[src/rtl/clk_div_bank.sv]
// clk_div_bank: lock-qualified bank of run-time programmable clock dividers.
// After the PLL lock has stayed stable for LOCK_WAIT cycles, each channel
// produces a one-cycle enable and a registered divided clock. Divisors are
// reprogrammed through a valid/ready port. A new divisor takes effect only
// at a period boundary, so the outputs never show a runt or stretched period.

module clk_div_bank #(
  parameter int NUM_CH      = 2,
  parameter int DIV_W       = 8,
  parameter int DEFAULT_DIV = 2,
  parameter int LOCK_WAIT   = 16,
  parameter int CH_W        = (NUM_CH > 1) ? $clog2(NUM_CH) : 1
) (
  input  logic              clock_in,
  input  logic              reset,
  input  logic              locked,
  input  logic              cfg_valid,
  output logic              cfg_ready,
  input  logic [CH_W-1:0]   cfg_ch,
  input  logic [DIV_W-1:0]  cfg_div,
  output logic              cfg_err,
  output logic              ready,
  output logic [NUM_CH-1:0] ce_out,
  output logic [NUM_CH-1:0] clk_out
);

  localparam int CNT_W = (LOCK_WAIT > 1) ? $clog2(LOCK_WAIT + 1) : 1;
  localparam logic [CNT_W-1:0] LOCK_LAST = CNT_W'(LOCK_WAIT - 1);
  localparam logic [DIV_W-1:0] DEF_DIV   = DIV_W'(DEFAULT_DIV);

  typedef enum logic [1:0] {
    WAIT_LOCK = 2'd0,
    STABLE    = 2'd1,
    RUN       = 2'd2
  } state_t;

  // Divisors 0 and 1 both mean "divide by one".
  function automatic logic [DIV_W-1:0] eff_div(input logic [DIV_W-1:0] d);
    eff_div = (d < DIV_W'(2)) ? DIV_W'(1) : d;
  endfunction

  // Number of high cycles in one period: ceil(n/2).
  function automatic logic [DIV_W:0] high_len(input logic [DIV_W-1:0] n);
    logic [DIV_W:0] sum;
    sum      = {1'b0, n} + {{DIV_W{1'b0}}, 1'b1};
    high_len = sum >> 1;
  endfunction

  // Lock synchroniser
  logic lk_meta_r;
  logic lk_s;

  // Lock qualification FSM
  state_t           state_r;
  state_t           state_nxt_s;
  logic [CNT_W-1:0] stab_cnt_r;
  logic [CNT_W-1:0] stab_cnt_nxt_s;
  logic             run_now_s;
  logic             run_nxt_s;

  // Channel state
  logic [DIV_W-1:0] div_r        [NUM_CH];
  logic [DIV_W-1:0] shadow_r     [NUM_CH];
  logic [DIV_W-1:0] cnt_r        [NUM_CH];
  logic [DIV_W-1:0] div_nxt_s    [NUM_CH];
  logic [DIV_W-1:0] shadow_nxt_s [NUM_CH];
  logic [DIV_W-1:0] cnt_nxt_s    [NUM_CH];
  logic [DIV_W-1:0] n_cur_s      [NUM_CH];
  logic [DIV_W-1:0] n_nxt_s      [NUM_CH];
  logic [NUM_CH-1:0] pend_r;
  logic [NUM_CH-1:0] pend_nxt_s;
  logic [NUM_CH-1:0] wrap_s;
  logic [NUM_CH-1:0] acc_s;
  logic [NUM_CH-1:0] apply_s;
  logic [NUM_CH-1:0] ce_nxt_s;
  logic [NUM_CH-1:0] clk_nxt_s;

  // Config port decode
  logic ch_in_range_s;
  logic cfg_ready_s;

  // Two-flop synchroniser for the asynchronous PLL lock input.
  always_ff @(posedge clock_in) begin
    if (reset) begin
      lk_meta_r <= 1'b0;
      lk_s      <= 1'b0;
    end else begin
      lk_meta_r <= locked;
      lk_s      <= lk_meta_r;
    end
  end

  // Next-state logic: require LOCK_WAIT consecutive locked cycles before RUN.
  always_comb begin
    state_nxt_s    = state_r;
    stab_cnt_nxt_s = stab_cnt_r;
    case (state_r)
      WAIT_LOCK: begin
        if (lk_s) begin
          if (LOCK_WAIT <= 1) begin
            state_nxt_s    = RUN;
            stab_cnt_nxt_s = '0;
          end else begin
            state_nxt_s    = STABLE;
            stab_cnt_nxt_s = CNT_W'(1);
          end
        end else begin
          stab_cnt_nxt_s = '0;
        end
      end
      STABLE: begin
        if (!lk_s) begin
          state_nxt_s    = WAIT_LOCK;
          stab_cnt_nxt_s = '0;
        end else if (stab_cnt_r >= LOCK_LAST) begin
          state_nxt_s    = RUN;
          stab_cnt_nxt_s = '0;
        end else begin
          stab_cnt_nxt_s = stab_cnt_r + CNT_W'(1);
        end
      end
      RUN: begin
        if (!lk_s) begin
          state_nxt_s    = WAIT_LOCK;
          stab_cnt_nxt_s = '0;
        end else begin
          stab_cnt_nxt_s = '0;
        end
      end
      default: begin
        state_nxt_s    = WAIT_LOCK;
        stab_cnt_nxt_s = '0;
      end
    endcase
  end

  // State register and registered ready flag (high exactly in RUN cycles).
  always_ff @(posedge clock_in) begin
    if (reset) begin
      state_r    <= WAIT_LOCK;
      stab_cnt_r <= '0;
      ready      <= 1'b0;
    end else begin
      state_r    <= state_nxt_s;
      stab_cnt_r <= stab_cnt_nxt_s;
      ready      <= (state_nxt_s == RUN);
    end
  end

  // Config handshake: ready mirrors the target channel's free shadow slot.
  always_comb begin
    ch_in_range_s = ({1'b0, cfg_ch} < (CH_W + 1)'(NUM_CH));
    cfg_ready_s   = 1'b1;
    for (int i = 0; i < NUM_CH; i++) begin
      cfg_ready_s = (ch_in_range_s && (cfg_ch == CH_W'(i))) ? ~pend_r[i] : cfg_ready_s;
    end
  end

  assign cfg_ready = cfg_ready_s;

  // Per-channel counter, divisor update and next output values.
  always_comb begin
    run_now_s = (state_r == RUN);
    run_nxt_s = (state_nxt_s == RUN);
    for (int i = 0; i < NUM_CH; i++) begin
      n_cur_s[i] = eff_div(div_r[i]);
      wrap_s[i]  = run_now_s && (cnt_r[i] == (n_cur_s[i] - DIV_W'(1)));
      acc_s[i]   = cfg_valid && ch_in_range_s && (cfg_ch == CH_W'(i)) && !pend_r[i];
      // A pending divisor lands at the period boundary, or immediately when
      // the counter is idle (outside RUN, entering RUN or leaving RUN).
      apply_s[i] = pend_r[i] && (!run_now_s || !run_nxt_s || wrap_s[i]);

      div_nxt_s[i]    = apply_s[i] ? shadow_r[i] : div_r[i];
      shadow_nxt_s[i] = acc_s[i] ? cfg_div : shadow_r[i];
      if (acc_s[i]) begin
        pend_nxt_s[i] = 1'b1;
      end else if (apply_s[i]) begin
        pend_nxt_s[i] = 1'b0;
      end else begin
        pend_nxt_s[i] = pend_r[i];
      end

      if (!run_nxt_s || !run_now_s || wrap_s[i]) begin
        cnt_nxt_s[i] = '0;
      end else begin
        cnt_nxt_s[i] = cnt_r[i] + DIV_W'(1);
      end

      n_nxt_s[i]   = eff_div(div_nxt_s[i]);
      ce_nxt_s[i]  = run_nxt_s && (cnt_nxt_s[i] == '0);
      clk_nxt_s[i] = run_nxt_s && ({1'b0, cnt_nxt_s[i]} < high_len(n_nxt_s[i]));
    end
  end

  // Channel registers and registered enable / divided-clock outputs.
  always_ff @(posedge clock_in) begin
    if (reset) begin
      for (int i = 0; i < NUM_CH; i++) begin
        div_r[i]    <= DEF_DIV;
        shadow_r[i] <= DEF_DIV;
        cnt_r[i]    <= '0;
      end
      pend_r  <= '0;
      ce_out  <= '0;
      clk_out <= '0;
    end else begin
      for (int i = 0; i < NUM_CH; i++) begin
        div_r[i]    <= div_nxt_s[i];
        shadow_r[i] <= shadow_nxt_s[i];
        cnt_r[i]    <= cnt_nxt_s[i];
      end
      pend_r  <= pend_nxt_s;
      ce_out  <= ce_nxt_s;
      clk_out <= clk_nxt_s;
    end
  end

  // Error pulse for an accepted request aimed at a non-existent channel.
  always_ff @(posedge clock_in) begin
    if (reset) begin
      cfg_err <= 1'b0;
    end else begin
      cfg_err <= cfg_valid && !ch_in_range_s;
    end
  end

endmodule

[config.mk]
export PLATFORM = sky130hd
export DESIGN_NAME = clk_div_bank
export DESIGN_NICKNAME = d
export VERILOG_FILES = /design/src/rtl/clk_div_bank.sv
export SDC_FILE = /design/constraint.sdc
export NUM_CORES = 1
export LEC_CHECK = 0
export CORE_UTILIZATION = 55
export CTS_CLUSTER_SIZE = 28
export DETAILED_ROUTE_END_ITERATION = 7
export GPL_ROUTABILITY_DRIVEN = 0
export GPL_TIMING_DRIVEN = 0
export PLACE_DENSITY = 0.77
export SLEW_MARGIN = 10
export SYNTH_ARGS = -nofsm -noshare
export SYNTH_HDL_FRONTEND = slang
export SYNTH_SLANG_ARGS = --single-unit
[constraint.sdc]
create_clock -name clock_in -period 4.65 [get_ports clock_in]
set_clock_uncertainty 0.2 [all_clocks]
set_input_delay 1.1625 -clock clock_in [delete_from_list [all_inputs] [get_ports clock_in]]
set_output_delay 1.1625 -clock clock_in [all_outputs]
set_load 0.02 [all_outputs]
; ---- Word-level counts from Yosys, hierarchy flattened
; Memory sizes are Yosys's and may differ from the RTL's.
; Cells that the tools add are included.
[word_totals]
inputBits = 13
ramBits = 48
reg_bits = 16
word_cells = 97
memories = 3
[classes]
reduce_logical = 24
addsub = 7
bitwise_logic = 9
eq_ne = 5
n_mux = 33
magnitude_cmp = 7
[memory_table]
columns = name, depth, width, rd, rd_clocked_by_memory_dff, write_ports, line
row1 = cnt_r, 2, 8, 2, 0, 2, 64  ; logic [DIV_W-1:0] cnt_r [NUM_CH];
row2 = div_r, 2, 8, 2, 0, 2, 62  ; logic [DIV_W-1:0] div_r [NUM_CH];
row3 = shadow_r, 2, 8, 2, 0, 2, 63  ; logic [DIV_W-1:0] shadow_r [NUM_CH];
[op_table]
columns = op, count
row1 = two-way mux 8 bit, 16
row2 = "less-than comparator 8 x 2 -> 1 bit, second input constant", 4
row3 = "adder 8 x 1 -> 9 bit, second input constant", 2
row4 = "adder 8 x 1 -> 8 bit, second input constant", 2
row5 = equality test 8 bit, 2
row6 = logical NOT 8 bit, 2
row7 = less-than comparator 8 bit, 2
row8 = "subtractor 8 x 1 -> 8 bit, second input constant", 2
row9 = logical AND 1 bit, 12
row10 = two-way mux 5 bit, 2
row11 = case mux 5 bit (2 select lines), 1
row12 = two-way mux 1 bit, 9
row13 = two-way mux 2 bit, 4
row14 = bitwise OR 1 bit, 6
row15 = case mux 2 bit (3 select lines), 1
row16 = "adder 5 x 1 -> 5 bit, second input constant", 1
row17 = "greater-or-equal comparator 5 x 4 -> 1 bit, second input constant", 1
row18 = "equality test 2 bit, second input constant", 2
row19 = logical NOT 1 bit, 4
row20 = nonzero test 2 bit, 2
row21 = logical OR 1 bit, 3
row22 = inverter 1 bit, 3
row23 = "equality test 2 x 1 -> 1 bit, second input constant", 1
row24 = logical NOT 2 bit, 1

; ---- Longest topological paths before layout
[depth]
word_depth = 15
depth_mapped = 26
depth_no_buf = 24

; ---- Worst setup path after synthesis
; Ideal clock, no wire load.
[synth_path]
path_type = flip-flop to flip-flop
startpoint = memory div_r[1][6], in the netlist div_r[0][14]
endpoint = register clk_out[1]
t_required_ns = 4.391
path_slack_ns = -0.408
n_path_buf = 1
path_stages_with_launch = 25
period_less_slack_ns = 5.058
arrival_ns = 4.798
path_cell_list = dfxtp_1 -> clkbuf_1 -> nor4_2 -> a21oi_1 -> ha_1 -> xor2_1 -> o211ai_1 -> nor4_1 -> nand4_1 -> o21a_1 -> nor2_1 -> a211oi_1 -> nor2_1 -> ha_1 -> nand3_1 -> or3_1 -> a31oi_1 -> xor2_1 -> o21ai_1 -> ha_1 -> a21o_1 -> a21o_1 -> a211oi_1 -> o2111ai_1 -> nand2_1
[synth_rtl]
columns = element, line
row1 = start: declaration, 62
row2 = end signal: assignment, 214  ; clk_out <= clk_nxt_s;
row3 = end: declaration, 24  ; output logic [NUM_CH-1:0] clk_out

==> summary.md <==
| Metric | Value |
|---|---|
| I/O pins | 20 |
| Mapped cell area | 0.003907 mm² |
| Post-synth top flop | dfxtp_1 |
| Failing checks | negative setup slack |
| Total core area | 0.006832 mm² |
| Worst setup slack after layout | -0.5132 ns |
| Slew headroom | 60.32% |
| Combinational Power Share | 10.6% |
| Switching power total | 0.2802 mW |
| Die Area | 0.007446 mm² |
| Sink Count | 64 |
| WP data required | 4.74 ns |
| Initial antenna violation count | 0 |
| Wirelength per Cell | 16.04 µm |
| Final Hold Fails | 0 |
| Routed Antenna Nets | 0 |
| Starting Density | 57.20% |
| Commonest non-fill, non-tap cell in the layout | dfxtp_1 |
| Hold Slack | 0.2617 ns |
| Drt total wl | 9.914 mm |
| CTS tree | done |
| GRT Overall Usage | 26.81% |
| First-pass GRT wire length | 15.44 mm |
| Vias in the first global route | 3322 |
| Startpoint types | flip-flop |
| Router iterations before antenna repair | 5 |
| Clock Path Buffers | 2 |
| Synthesized flop and latch total | 64 |
| Sw frac | 25.34% |
| Clock Power Share | 37.6% |
| LEAKAGE | 1.848 nW |
| Syn Inst Count | 474 |
| CP max stage delay | 0.38 ns |
| Row cnt | 30 |
| P per Cell Area | 234.0 mW/mm² |
| Inserted Clock Buffers | 9 |
| CP bufs+invs | 2 |
| Chip Height | 86.29 µm |
| Final std cell area, no fill | 0.004727 mm² |
| Post-synth cell types | 57 |
| Vias | 3689 |
| Post-synthesis net count | 509 |
| CP top delay family | compound AO/OA/AOI/OAI gates |
| Minimum clock period | 5.163 ns |
| Root buf cell | clkbuf_8 |
| Total internal power | 0.8258 mW |
| Sequential share of the synthesized area | 32.79% |
| Drt via density | 5.969 |
| Cell area after placement | 0.004270 mm² |
| Hold Crit Class | flip-flop to flip-flop |
| Ys Warns | 0 |
| Total global routing overflow | 0 |
| Final #Nets | 555 |
| Actual slew at the worst max-slew pin | 0.5952 ns |
| Total negative slack | -0.5132 ns |
| Overall die width | 86.29 µm |
| CP Max Fanout | 7 |
| Commonest non-fill, non-tap cells in the layout | dfxtp_1, nor2_1, nand3_1 |
| Seq pwr share | 51.7% |
| CTS clk-pin slew, worst paths | 0.06 ns |
| Placed insts | 587 |
| Port bufs | 17 |
| Layout cell share with drive strength beyond 1 | 16.09% |
| Hpwl dp | 6.896 mm |
| Final setup vio count | 1 |
| H-tree levels | 3 |
| Fill cells | 540 |
| Area Growth Syn to Fin | 20.97% |
| Post-Syn Area per Cell | 8.244 µm² |
| Period utilization | 111.0% |
| RSZ-0062 raised after global routing | yes |
| Status | complete, but fails checks |
| Worst-skew pair later-pin latency | 0.35 ns |
| Layout Cells excl Fill | 618 |
| Final Util | 69.19% |
| CP endpoint kind | flip-flop |
| EDFF count, synth | 0 |
| Worst path slowest cell | dfxtp_4 |
| Max-slew violation count | 0 |
| Iteration-0 DRC Markers | 193 |
| ANT cells | 0 |
| Largest net degree at the start of global routing | 11 |
| Max-Cap Viols | 0 |
| Crit path kind | flip-flop to flip-flop |
| Worst vdd ir | 0.1926 mV |
| CP arrival | 5.25 ns |
| Async set or reset register ratio after synthesis | 0% |
| Max frequency | 193.7 MHz |
| DRC viols | 0 |
final timing paths:
| kind | start | to | slack (ns) | cells past startpoint |
|---|---|---|---|---|
| min | lk_meta_r | lk_s | 0.26 | 1 |
| max | div_r[0][13] | clk_out[1] | -0.51 | 26 |
| max reg2reg | div_r[0][13] | clk_out[1] | -0.51 | 26 |
| min reg2reg | lk_meta_r | lk_s | 0.26 | 1 |
layer usage:
metal  up-vias  share of wire (%)  global-route usage (%)
met2       135                 46                   41.63
met3        18                5.5                   5.238
met4         0                1.9                   10.91
met5         -                  0                       0
met1      1766                 46                   36.55
li1       1770                  -                       -
flip-flops by register name, indices dropped and copies added (netlist names), 2 cells and up:
register	cells
ce_out	2
div_r	16
shadow_r	16
stab_cnt_r	5
clk_out	2
cnt_r	16
pend_r	2
state_r	2
cell usage after synthesis, types with 2 or more instances:
cell type / count / area, µm²
or4_4: 2 / 22.52
nand2b_1: 2 / 12.51
a21boi_0: 2 / 15.01
ha_1: 22 / 275.3
and3_1: 15 / 93.84
xor2_1: 20 / 175.2
nor4_1: 3 / 18.77
a21oi_1: 28 / 140.1
or2_2: 2 / 12.51
o21ai_0: 4 / 20.02
nor3b_1: 5 / 37.54
xnor2_1: 26 / 227.7
nor3_1: 26 / 130.1
a31oi_1: 6 / 37.54
a211o_1: 3 / 26.28
a21o_1: 5 / 37.54
and4_1: 3 / 26.28
o21ai_1: 5 / 25.02
nor2_1: 58 / 217.7
a211oi_1: 4 / 30.03
nand4_1: 5 / 31.28
o21a_1: 3 / 22.52
o22ai_1: 2 / 12.51
o2111ai_1: 2 / 17.52
mux2i_1: 20 / 200.2
buf_1: 2 / 7.510
clkbuf_1: 18 / 67.56
nor2b_1: 4 / 25.02
nor4b_1: 2 / 17.52
or3_1: 3 / 18.77
nor4_2: 3 / 37.54
dfxtp_1: 64 / 1281
nand3_1: 34 / 170.2
nand2_1: 25 / 93.84
buf_2: 7 / 35.03
inv_1: 16 / 60.06
or4_1: 3 / 22.52
metrics by stage:
| stage | worst slack [ns] | power (mW) |
|---|---|---|
| final | -0.5132 | 1.106 |
| after CTS | -0.2868 | 1.097 |
| after global placement | -0.6024 | 0.6846 |
| after global routing | -0.7210 | 1.148 |
| after detailed placement | -0.6999 | 0.6870 |
| after floorplan | -0.001713 | 0.6548 |
repair_timing:
action,CTS,global route
hold buffers,0,0
setup buffers,6,14
gates resized for setup,13,25
setup endpoints to repair,2,2
pin swaps,6,23
kinds of logic after synthesis:
group	Yosys count	share of synthesized area, %
simple gates	200	26.35
compound gates	75	13.16
flops	64	32.79
xor+xnor	46	10.31
buf+inv	45	4.835
fa+ha+maj	22	7.044
mux	21	5.411
other cells	1	0.09597
final cells by class:
class                      instances  area, µm²  area share (%)
inverter                          16      60.06           1.271
tap                               96      120.1           2.541
clock buffer                      12      155.1           3.282
buffer                            27      147.6           3.123
multi-input combinational        365       2624           55.51
sequential                        64       1291           27.32
clock inverter                     1      5.005          0.1059
timing repair buffer              37      324.1           6.855
power groups by stage:
stage / clock, mW / sequential (mW) / combinational (mW)
final: 0.416 / 0.572 / 0.118
after global routing: 0.448 / 0.573 / 0.126
after CTS: 0.417 / 0.572 / 0.107
after detailed placement: 0 / 0.584 / 0.103
after global placement: 0 / 0.584 / 0.101
after floorplan: 0 / 0.580 / 0.0748
Note: power is estimated with default switching activity, not from simulation.
